===== config.mk =====
export PLATFORM = sky130hd
export DESIGN_NAME = serial_subtractor
export DESIGN_NICKNAME = d
export VERILOG_FILES = /design/src/rtl/serial_subtractor.sv
export SDC_FILE = /design/constraint.sdc
export NUM_CORES = 1
export LEC_CHECK = 0
export ABC_CLOCK_PERIOD_IN_PS = 1500
export CAP_MARGIN = 20
export CELL_PAD_IN_SITES_DETAIL_PLACEMENT = 0
export CELL_PAD_IN_SITES_GLOBAL_PLACEMENT = 1
export CORE_ASPECT_RATIO = 0.6
export CORE_MARGIN = 10
export CORE_UTILIZATION = 38
export CTS_CLUSTER_DIAMETER = 30
export DETAILED_ROUTE_END_ITERATION = 6
export PLACE_DENSITY_LB_ADDON = 0.25
export REMOVE_ABC_BUFFERS = 1
export SLEW_MARGIN = 5
export SYNTH_ARGS = -nofsm -noshare
export SYNTH_HDL_FRONTEND = slang
export SYNTH_SLANG_ARGS = --single-unit

===== constraint.sdc =====
create_clock -name clk -period 1.5 [get_ports clk]
set_input_delay 0.3 -clock clk [delete_from_list [all_inputs] [get_ports clk]]
set_output_delay 0.3 -clock clk [all_outputs]
set_load 0.03 [all_outputs]

===== src/rtl/serial_subtractor.sv =====
// Bit-serial subtractor: computes d = a - b - bin one bit per clock, LSB first,
// through a single full-subtractor cell controlled by an IDLE/RUN/DONE FSM.
// Optional feature macro: SERIAL_SUB_SATURATE_EN clamps d to zero whenever the
// final borrow is set (borrow itself still reports 1).
module serial_subtractor #(
  parameter int unsigned WIDTH = 8
) (
  input  logic             clk,
  input  logic             rst,
  input  logic             start,
  input  logic [WIDTH-1:0] a,
  input  logic [WIDTH-1:0] b,
  input  logic             bin,
  output logic             busy,
  output logic             done,
  output logic [WIDTH-1:0] d,
  output logic             borrow
);

  localparam int unsigned CNT_W = (WIDTH > 1) ? $clog2(WIDTH) : 1;

  typedef enum logic [1:0] {
    IDLE = 2'd0,
    RUN  = 2'd1,
    DONE = 2'd2
  } state_t;

  state_t state;
  state_t state_next;
  logic   busy_next;
  logic   done_next;

  // Operand shift registers, running borrow, partial result and bit counter
  logic [WIDTH-1:0] a_sh;
  logic [WIDTH-1:0] b_sh;
  logic [WIDTH-1:0] res;
  logic             br;
  logic [CNT_W-1:0] cnt;

  // Full-subtractor cell and datapath control
  logic             a_bit;
  logic             b_bit;
  logic             diff_bit;
  logic             br_nxt;
  logic [WIDTH-1:0] res_shift;
  logic [WIDTH-1:0] d_final;
  logic             last_bit;
  logic             load;
  logic             step;
  logic             finish;

  // Single full-subtractor stage operating on the current LSBs
  always_comb begin
    a_bit     = a_sh[0];
    b_bit     = b_sh[0];
    diff_bit  = a_bit ^ b_bit ^ br;
    br_nxt    = (~a_bit & b_bit) | (~(a_bit ^ b_bit) & br);
    // New diff bit enters from the MSB side so the result ends LSB-aligned
    res_shift = (res >> 1) | (WIDTH'(diff_bit) << (WIDTH - 1));
    last_bit  = (cnt == CNT_W'(WIDTH - 1));
  end

  // Datapath strobes derived from the current state
  always_comb begin
    load   = (state == IDLE) && start;
    step   = (state == RUN);
    finish = step && last_bit;
  end

`ifdef SERIAL_SUB_SATURATE_EN
  // Clamp to zero when the subtraction underflows
  always_comb begin
    d_final = br_nxt ? '0 : res_shift;
  end
`else
  // Plain wrap-around result
  always_comb begin
    d_final = res_shift;
  end
`endif

  // FSM state and registered status outputs
  always_ff @(posedge clk or posedge rst) begin
    if (rst) begin
      state <= IDLE;
      busy  <= 1'b0;
      done  <= 1'b0;
    end else begin
      state <= state_next;
      busy  <= busy_next;
      done  <= done_next;
    end
  end

  // Next-state and next-output logic
  always_comb begin
    state_next = state;
    busy_next  = 1'b0;
    done_next  = 1'b0;
    case (state)
      IDLE: begin
        if (start) begin
          state_next = RUN;
          busy_next  = 1'b1;
        end
      end
      RUN: begin
        if (last_bit) begin
          state_next = DONE;
          done_next  = 1'b1;
        end else begin
          busy_next  = 1'b1;
        end
      end
      DONE: begin
        state_next = IDLE;
      end
      default: begin
        state_next = IDLE;
      end
    endcase
  end

  // Operand capture and per-bit shifting
  always_ff @(posedge clk or posedge rst) begin
    if (rst) begin
      a_sh <= '0;
      b_sh <= '0;
      br   <= 1'b0;
      res  <= '0;
      cnt  <= '0;
    end else if (load) begin
      a_sh <= a;
      b_sh <= b;
      br   <= bin;
      res  <= '0;
      cnt  <= '0;
    end else if (step) begin
      a_sh <= a_sh >> 1;
      b_sh <= b_sh >> 1;
      br   <= br_nxt;
      res  <= res_shift;
      cnt  <= cnt + CNT_W'(1);
    end
  end

  // Result outputs update only on the completing edge
  always_ff @(posedge clk or posedge rst) begin
    if (rst) begin
      d      <= '0;
      borrow <= 1'b0;
    end else if (finish) begin
      d      <= d_final;
      borrow <= br_nxt;
    end
  end

endmodule


==> metrics.md, run 1 <==
| Metric | Value |
|---|---|
| Clock Tree Root | clkbuf_8 |
| Distinct cell type count after synthesis | 24 |
| TritonCTS Buffers | 5 |
| Crit. End Element | flip-flop |
| # Max-Cap Violations | 0 |
| Drt first pass iters | 4 |
| GR Util All Layers | 0.107 |
| H-tree depth | 2 |
| Syn Area/Cell | between 10 and 15 µm² |
| Clk_skew | 0.00723 ns |
| Most common cell after layout, fill and taps aside | dfrtp_1 |
| Final RePlAce weighted congestion | about 0.7 |
| FP Rows | 19 |
| Final Cycle Share | 1.01 |
| Worst setup margin | -0.0151 ns |
| Synth Warn # | 0 |
| Full die area | about 0.0080 mm² |
| Area leader, netlist | dfrtp_1 |
| Crit path launch type | flip-flop |
| Layout cells sized above 1 | 0.250 |
| Kind of critical path | reg2reg |
| DRC | 0 |
| Max FO, Critical Path | 6 |
| Core Box Area | about 0.0046 mm² |
| Number of global-route vias before repair | about 1300 |
| Failing checks | setup timing |
| Power Total | ~5.0 mW |
| Yosys top cell area share | 0.554 |
| CTS tree | done |
| Worst Hold Class | in2async |
| Layout net count | between 200 and 250 |
| First-pass GRT wire length | approximately 6700 µm |
| DIE WIDTH | 109 µm |
| Most frequent cells in the layout | dfrtp_1, inv_1, clkdlybuf4s50_1, nor4b_1 |
| Number of port buffers | 30 |
| Initial antenna violation count | 0 |
| Maximum root-to-sink buffer count | 2 |
| DR iter-0 viols | 49 |
| Tightest Pin Transition | between 0.3 and 0.4 ns |
| Pre-CTS setup slack | -0.0396 ns |
| Hold buffers post-CTS | 0 |
| Syn Inst Count | 143 |
| Gr ovfl total | 0 |
| Final hold violations | 0 |
| Post-route ant nets | 0 |
| Status | finished, violations left |
| Max Slew Vio Count | 0 |
| Yosys reg bits | 40 |
| Clock slew at reported path FFs | 0.09 ns |
| RSZ-0062 raised after global routing | true |
| Die H | about 73 µm |
| Worst rel slew slack | 0.739 |
| CTS Sinks | 40 |
| Post-synthesis instance area | roughly 0.0018 mm² |
| Worst-Skew Late Latency | 0.29 ns |
| WP data arrival | approximately 1.7 ns |
| Final hold slack | 0.288 ns |
| Period minus WS final | 1.52 ns |
| IO Pins | 31 |
| Via/cell ratio | between 5 and 6 |
| CP required | 1.68 ns |
| Seq/Total Area, Yosys | 0.554 |
| Leak | roughly 1.2 nW |
| Largest net degree at the start of global routing | 20 |
| Post-route insts no fill | approximately 250 |
| Setup violators final | 6 |
| Final HPWL DP | 2690 µm |
| Via count | around 1300 |
| Area grow syn2layout | 37.8% |
| Drt wl/cell | between 15 and 20 µm |
| Synth top area cells | dfrtp_1, nor4b_1, a221oi_2 |
| Final TNS setup | -0.0475 ns |
| Routed WL | a little under 4000 µm |
| Placed Instances | ~240 |
| Max Clock Freq | 0.660 GHz |
| Peak VDD IR | 0.787 mV |
| Initial Util | 0.394 |
| PwrDens | 2010 mW/mm² |
| Inserted Diodes | 0 |
[layout make-up]
class,instances,area (µm²)
clock inverters,3,46.3
flip-flops and latches,40,1000
multi-input cells,73,709
clock buffers,5,68.8
repair buffers,48,512
fillers,403,2100
inverters,19,71.3
well taps,63,78.8
[report_power, final]
| group | total, mW | internal (mW) | switching, mW | leakage, nW |
|---|---|---|---|---|
| Combinational | 2.25 | 1.13 | 1.12 | 0.622 |
| Clock | 0.901 | 0.501 | 0.400 | 0.0548 |
| Sequential | 1.86 | 1.57 | 0.292 | 0.486 |
| Total | 5.01 | 3.20 | 1.81 | 1.16 |
[metal layers]
layer  part of all wire  vias up  GRT usage
met5                  0        -          0
met4              0.012        0     0.0437
met3              0.067        2     0.0402
met2               0.43       28      0.151
met1               0.49      633      0.143
li1                   -      609          -
[repair_timing]
item,in CTS,in global routing
gates resized for setup,18,8
setup endpoints to repair,19,21
gates cloned,1,0
pin swaps,0,1
buffers inserted,3,2
[path summary, 6_finish.rpt]
path	start	endpoint	cells after the start	slack, ns
min	rst	b_sh[0]	2	0.29
max in group asynchronous	rst	d[1]	3	0.78
min in group clk	a_sh[7]	a_sh[7]	1	0.51
max	cnt[1]	d[5]	6	-0.02
max reg2reg	cnt[1]	d[5]	6	-0.02
min reg2reg	a_sh[7]	a_sh[7]	1	0.51
[stage by stage]
stage,instance area [µm²],utilization
floorplan,1740,-
global placement,2270,0.494
detailed placement,2270,0.494
CTS,2440,0.533
global route,2490,0.542
finish,2490,0.542
[cell families (layout without fill, tap and decap cells)]
group / Yosys count / after routing / synth area share
flops: 40 / 40 / 0.554
buf+inv: 30 / 75 / 0.0783
compound gates: 29 / 29 / 0.166
mux: 10 / 10 / 0.0617
fa+ha+maj: 3 / 3 / 0.0249
simple gates: 31 / 31 / 0.115
[worst max-delay path: stages, from the launching register on]
cell and delay (ns):
dfrtp_1 0.39, ha_2 0.20, ha_4 0.15, nand3b_1 0.10, buf_6 0.14, buf_12 0.12, mux2_4 0.30
[synthesized netlist by cell type]
| library cell | count |
|---|---|
| and2b_1 | 1 |
| nor2_1 | 11 |
| clkbuf_1 | 1 |
| a221oi_1 | 7 |
| fa_1 | 1 |
| nor3b_1 | 1 |
| nor4b_1 | 15 |
| buf_4 | 2 |
| clkbuf_2 | 1 |
| o21bai_2 | 1 |
| ha_1 | 2 |
| a21oi_1 | 2 |
| buf_6 | 2 |
| mux2_2 | 2 |
| a22o_1 | 11 |
| mux2i_1 | 1 |
| nand2b_1 | 2 |
| nand3b_1 | 1 |
| dfrtp_1 | 40 |
| mux2_1 | 7 |
| inv_1 | 19 |
| a221oi_2 | 8 |
| buf_2 | 4 |
| buf_1 | 1 |
[sequential cells by signal, summed over array words and instances, names as in the netlist]
signal / count
d: 8
borrow: 1
b_sh: 8
done: 1
a_sh: 8
state: 2
br: 1
busy: 1
res: 7
cnt: 3
Note: power is estimated with default switching activity, not from simulation.
==> run 2, diff against run 1 <==
--- a/config.mk
+++ b/config.mk
@@ -14,6 +14,7 @@
 export CORE_UTILIZATION = 38
 export CTS_CLUSTER_DIAMETER = 30
 export DETAILED_ROUTE_END_ITERATION = 6
+export HOLD_SLACK_MARGIN = 0.05
 export PLACE_DENSITY_LB_ADDON = 0.25
 export REMOVE_ABC_BUFFERS = 1
 export SLEW_MARGIN = 5
==> constraint.sdc (replaced) <==
create_clock -name clk -period 1.5 [get_ports clk]
set_input_delay 0.45 -clock clk [delete_from_list [all_inputs] [get_ports clk]]
set_output_delay 0.45 -clock clk [all_outputs]
set_load 0.03 [all_outputs]
==> metrics.md, run 2 (synthesized netlist as in run 1, its figures left out) <==
| Metric | Value |
|---|---|
| First-pass GRT wire length | 6440 µm (was 6690 µm) |
| Clk_skew | 0.00431 ns (was 0.00723 ns) |
| FP Rows | 19 (unchanged) |
| Leak | 1.13 nW (was 1.16 nW) |
| DR iter-0 viols | 77 (was 49) |
| # Max-Cap Violations | 0 (unchanged) |
| Pre-CTS setup slack | -0.226 ns (was -0.0396 ns) |
| CTS Sinks | 40 (unchanged) |
| DRC | 0 (unchanged) |
| Final HPWL DP | 2660 µm (was 2690 µm) |
| Power Total | 4.96 mW (was 5.01 mW) |
| Drt first pass iters | 4 (unchanged) |
| Number of global-route vias before repair | 1283 (was 1308) |
| TritonCTS Buffers | 5 (unchanged) |
| Hold buffers post-CTS | 0 (unchanged) |
| Max FO, Critical Path | 5 (was 6) |
| Most common cell after layout, fill and taps aside | dfrtp_1 (unchanged) |
| Crit. End Element | flip-flop (unchanged) |
| Gr ovfl total | 0 (unchanged) |
| Largest regs | a_sh: 8 flops, b_sh: 8 flops, d: 8 flops (unchanged) |
| CP required | 1.68 ns (about the same) |
| PwrDens | 2040 mW/mm² (was 2010 mW/mm²) |
| IO Pins | 31 (unchanged) |
| Placed Instances | 236 (was 237) |
| Layout net count | 208 (was 210) |
| Drt wl/cell | 15.7 µm (was 15.8 µm) |
| Kind of critical path | reg2reg (unchanged) |
| Tightest Pin Transition | 0.384 ns (was 0.386 ns) |
| Area grow syn2layout | 34.6% (was 37.8%) |
| Initial antenna violation count | 0 (unchanged) |
| RSZ-0062 raised after global routing | true (unchanged) |
| Via/cell ratio | 5.04 (was 5.07) |
| GR Util All Layers | 0.102 (was 0.107) |
| Setup violators final | 8 (was 6) |
| DIE WIDTH | 109 µm (unchanged) |
| Post-layout util | 0.530 (was 0.542) |
| Layout cells sized above 1 | 0.290 (was 0.250) |
| Final RePlAce weighted congestion | 0.693 (was 0.689) |
| Most frequent cells in the layout | dfrtp_1, inv_1, clkdlybuf4s50_1, buf_4, nor4b_1 (was dfrtp_1, inv_1, clkdlybuf4s50_1, nor4b_1) |
| Inserted Diodes | 0 (unchanged) |
| Status | finished, violations left (unchanged) |
| Worst setup margin | -0.0325 ns (was -0.0151 ns) |
| Core Box Area | 0.00459 mm² (unchanged) |
| Post-route insts no fill | 249 (was 251) |
| Failing checks | setup timing (unchanged) |
| Largest net degree at the start of global routing | 41 (was 20) |
| Full die area | 0.00800 mm² (unchanged) |
| Period minus WS final | 1.53 ns (was 1.52 ns) |
| Clock slew at reported path FFs | 0.08 ns (was 0.09 ns) |
| Max Clock Freq | 0.653 GHz (was 0.660 GHz) |
| Routed WL | 3920 µm (was 3980 µm) |
| Cell area after layout | 0.00243 mm² (was 0.00249 mm²) |
| Maximum root-to-sink buffer count | 2 (unchanged) |
| H-tree depth | 2 (unchanged) |
| # fillers | 406 (was 403) |
| Die H | 73.4 µm (unchanged) |
| Via count | 1255 (was 1272) |
| Max Slew Vio Count | 0 (unchanged) |
| Final Cycle Share | 1.02 (was 1.01) |
| CTS tree | done (unchanged) |
| Peak VDD IR | 0.773 mV (was 0.787 mV) |
| Clock Tree Root | clkbuf_8 (unchanged) |
| Placed Area | 0.00223 mm² (was 0.00227 mm²) |
| Number of port buffers | 30 (unchanged) |
| Worst-Skew Late Latency | 0.29 ns (about the same) |
| Worst Hold Class | reg2reg (was in2async) |
| Post-route ant nets | 0 (unchanged) |
| Crit path launch type | flip-flop (unchanged) |
| WP data arrival | 1.71 ns (was 1.70 ns) |
| Worst rel slew slack | 0.740 (was 0.739) |
| Final hold violations | 0 (unchanged) |
| Initial Util | 0.394 (unchanged) |
==> run 2: changes by cell type in the layout (fill, tap and decap cells not counted), moves of 2 or more <==
cell | previous run | this run
clkbuf_2 | 0 | 3
buf_6 | 2 | 0
clkdlybuf4s15_1 | 0 | 2
dlygate4sd2_1 | 11 | 0
buf_4 | 10 | 17
==> run 2: timing repair <==
| item | in CTS | in global routing |
|---|---|---|
| gates cloned | 0 | 1 |
| buffers inserted | 1 | 3 |
| resized for setup | 9 | 16 |
| endpoints found under the hold margin | 0 | 0 |
| setup endpoints to repair | 10 | 28 |
| pin swaps | 0 | 1 |
==> run 2: final cells by class <==
type / instances / area, µm² / share of cell area
Tap cell: 63 / 78.8 / 0.0324
Timing Repair Buffer: 46 / 458 / 0.188
Clock inverter: 3 / 42.5 / 0.0175
Sequential cell: 40 / 1000 / 0.412
Clock buffer: 5 / 68.8 / 0.0283
Inverter: 19 / 71.3 / 0.0294
Multi-Input combinational cell: 73 / 709 / 0.292
==> run 2: worst paths after layout <==
kind	cells after the start	endpoint	slack [ns]	from
min reg2reg	1	res[1]	0.51	res[1]
min in group asynchronous	3	br	0.52	rst
min	1	res[1]	0.51	res[1]
max	5	d[7]	-0.03	cnt[1]
max reg2reg	5	d[7]	-0.03	cnt[1]
max in group asynchronous	3	cnt[0]	0.78	rst
==> run 2: critical path: stages, from the launching register on <==
cell and delay [ns]:
dfrtp_1 0.39, ha_2 0.20, ha_4 0.15, nand3b_1 0.19, clkbuf_16 0.19, mux2_4 0.30
==> run 2: metal layers <==
metal / GRT usage / share of wire
met1: 0.134 / 0.51
met2: 0.145 / 0.41
met3: 0.0367 / 0.061
met4: 0.0524 / 0.019
met5: 0 / 0
==> run 2: power breakdown <==
| part | switching [mW] | internal (mW) | total (mW) | leakage [nW] |
|---|---|---|---|---|
| Sequential | 0.292 | 1.57 | 1.86 | 0.486 |
| Combinational | 1.11 | 1.12 | 2.23 | 0.590 |
| Clock | 0.375 | 0.492 | 0.867 | 0.0541 |
==> run 2: per-stage QoR <==
step	setup TNS [ns]	hold WS [ns]
6_report	-0.0768	0.508
5_1_grt	-0.614	0.530
4_1_cts	-0.0102	0.498
3_5_place_dp	-4.22	0.480
3_3_place_gp	-2.90	0.477
2_1_floorplan	-11.19	0.459
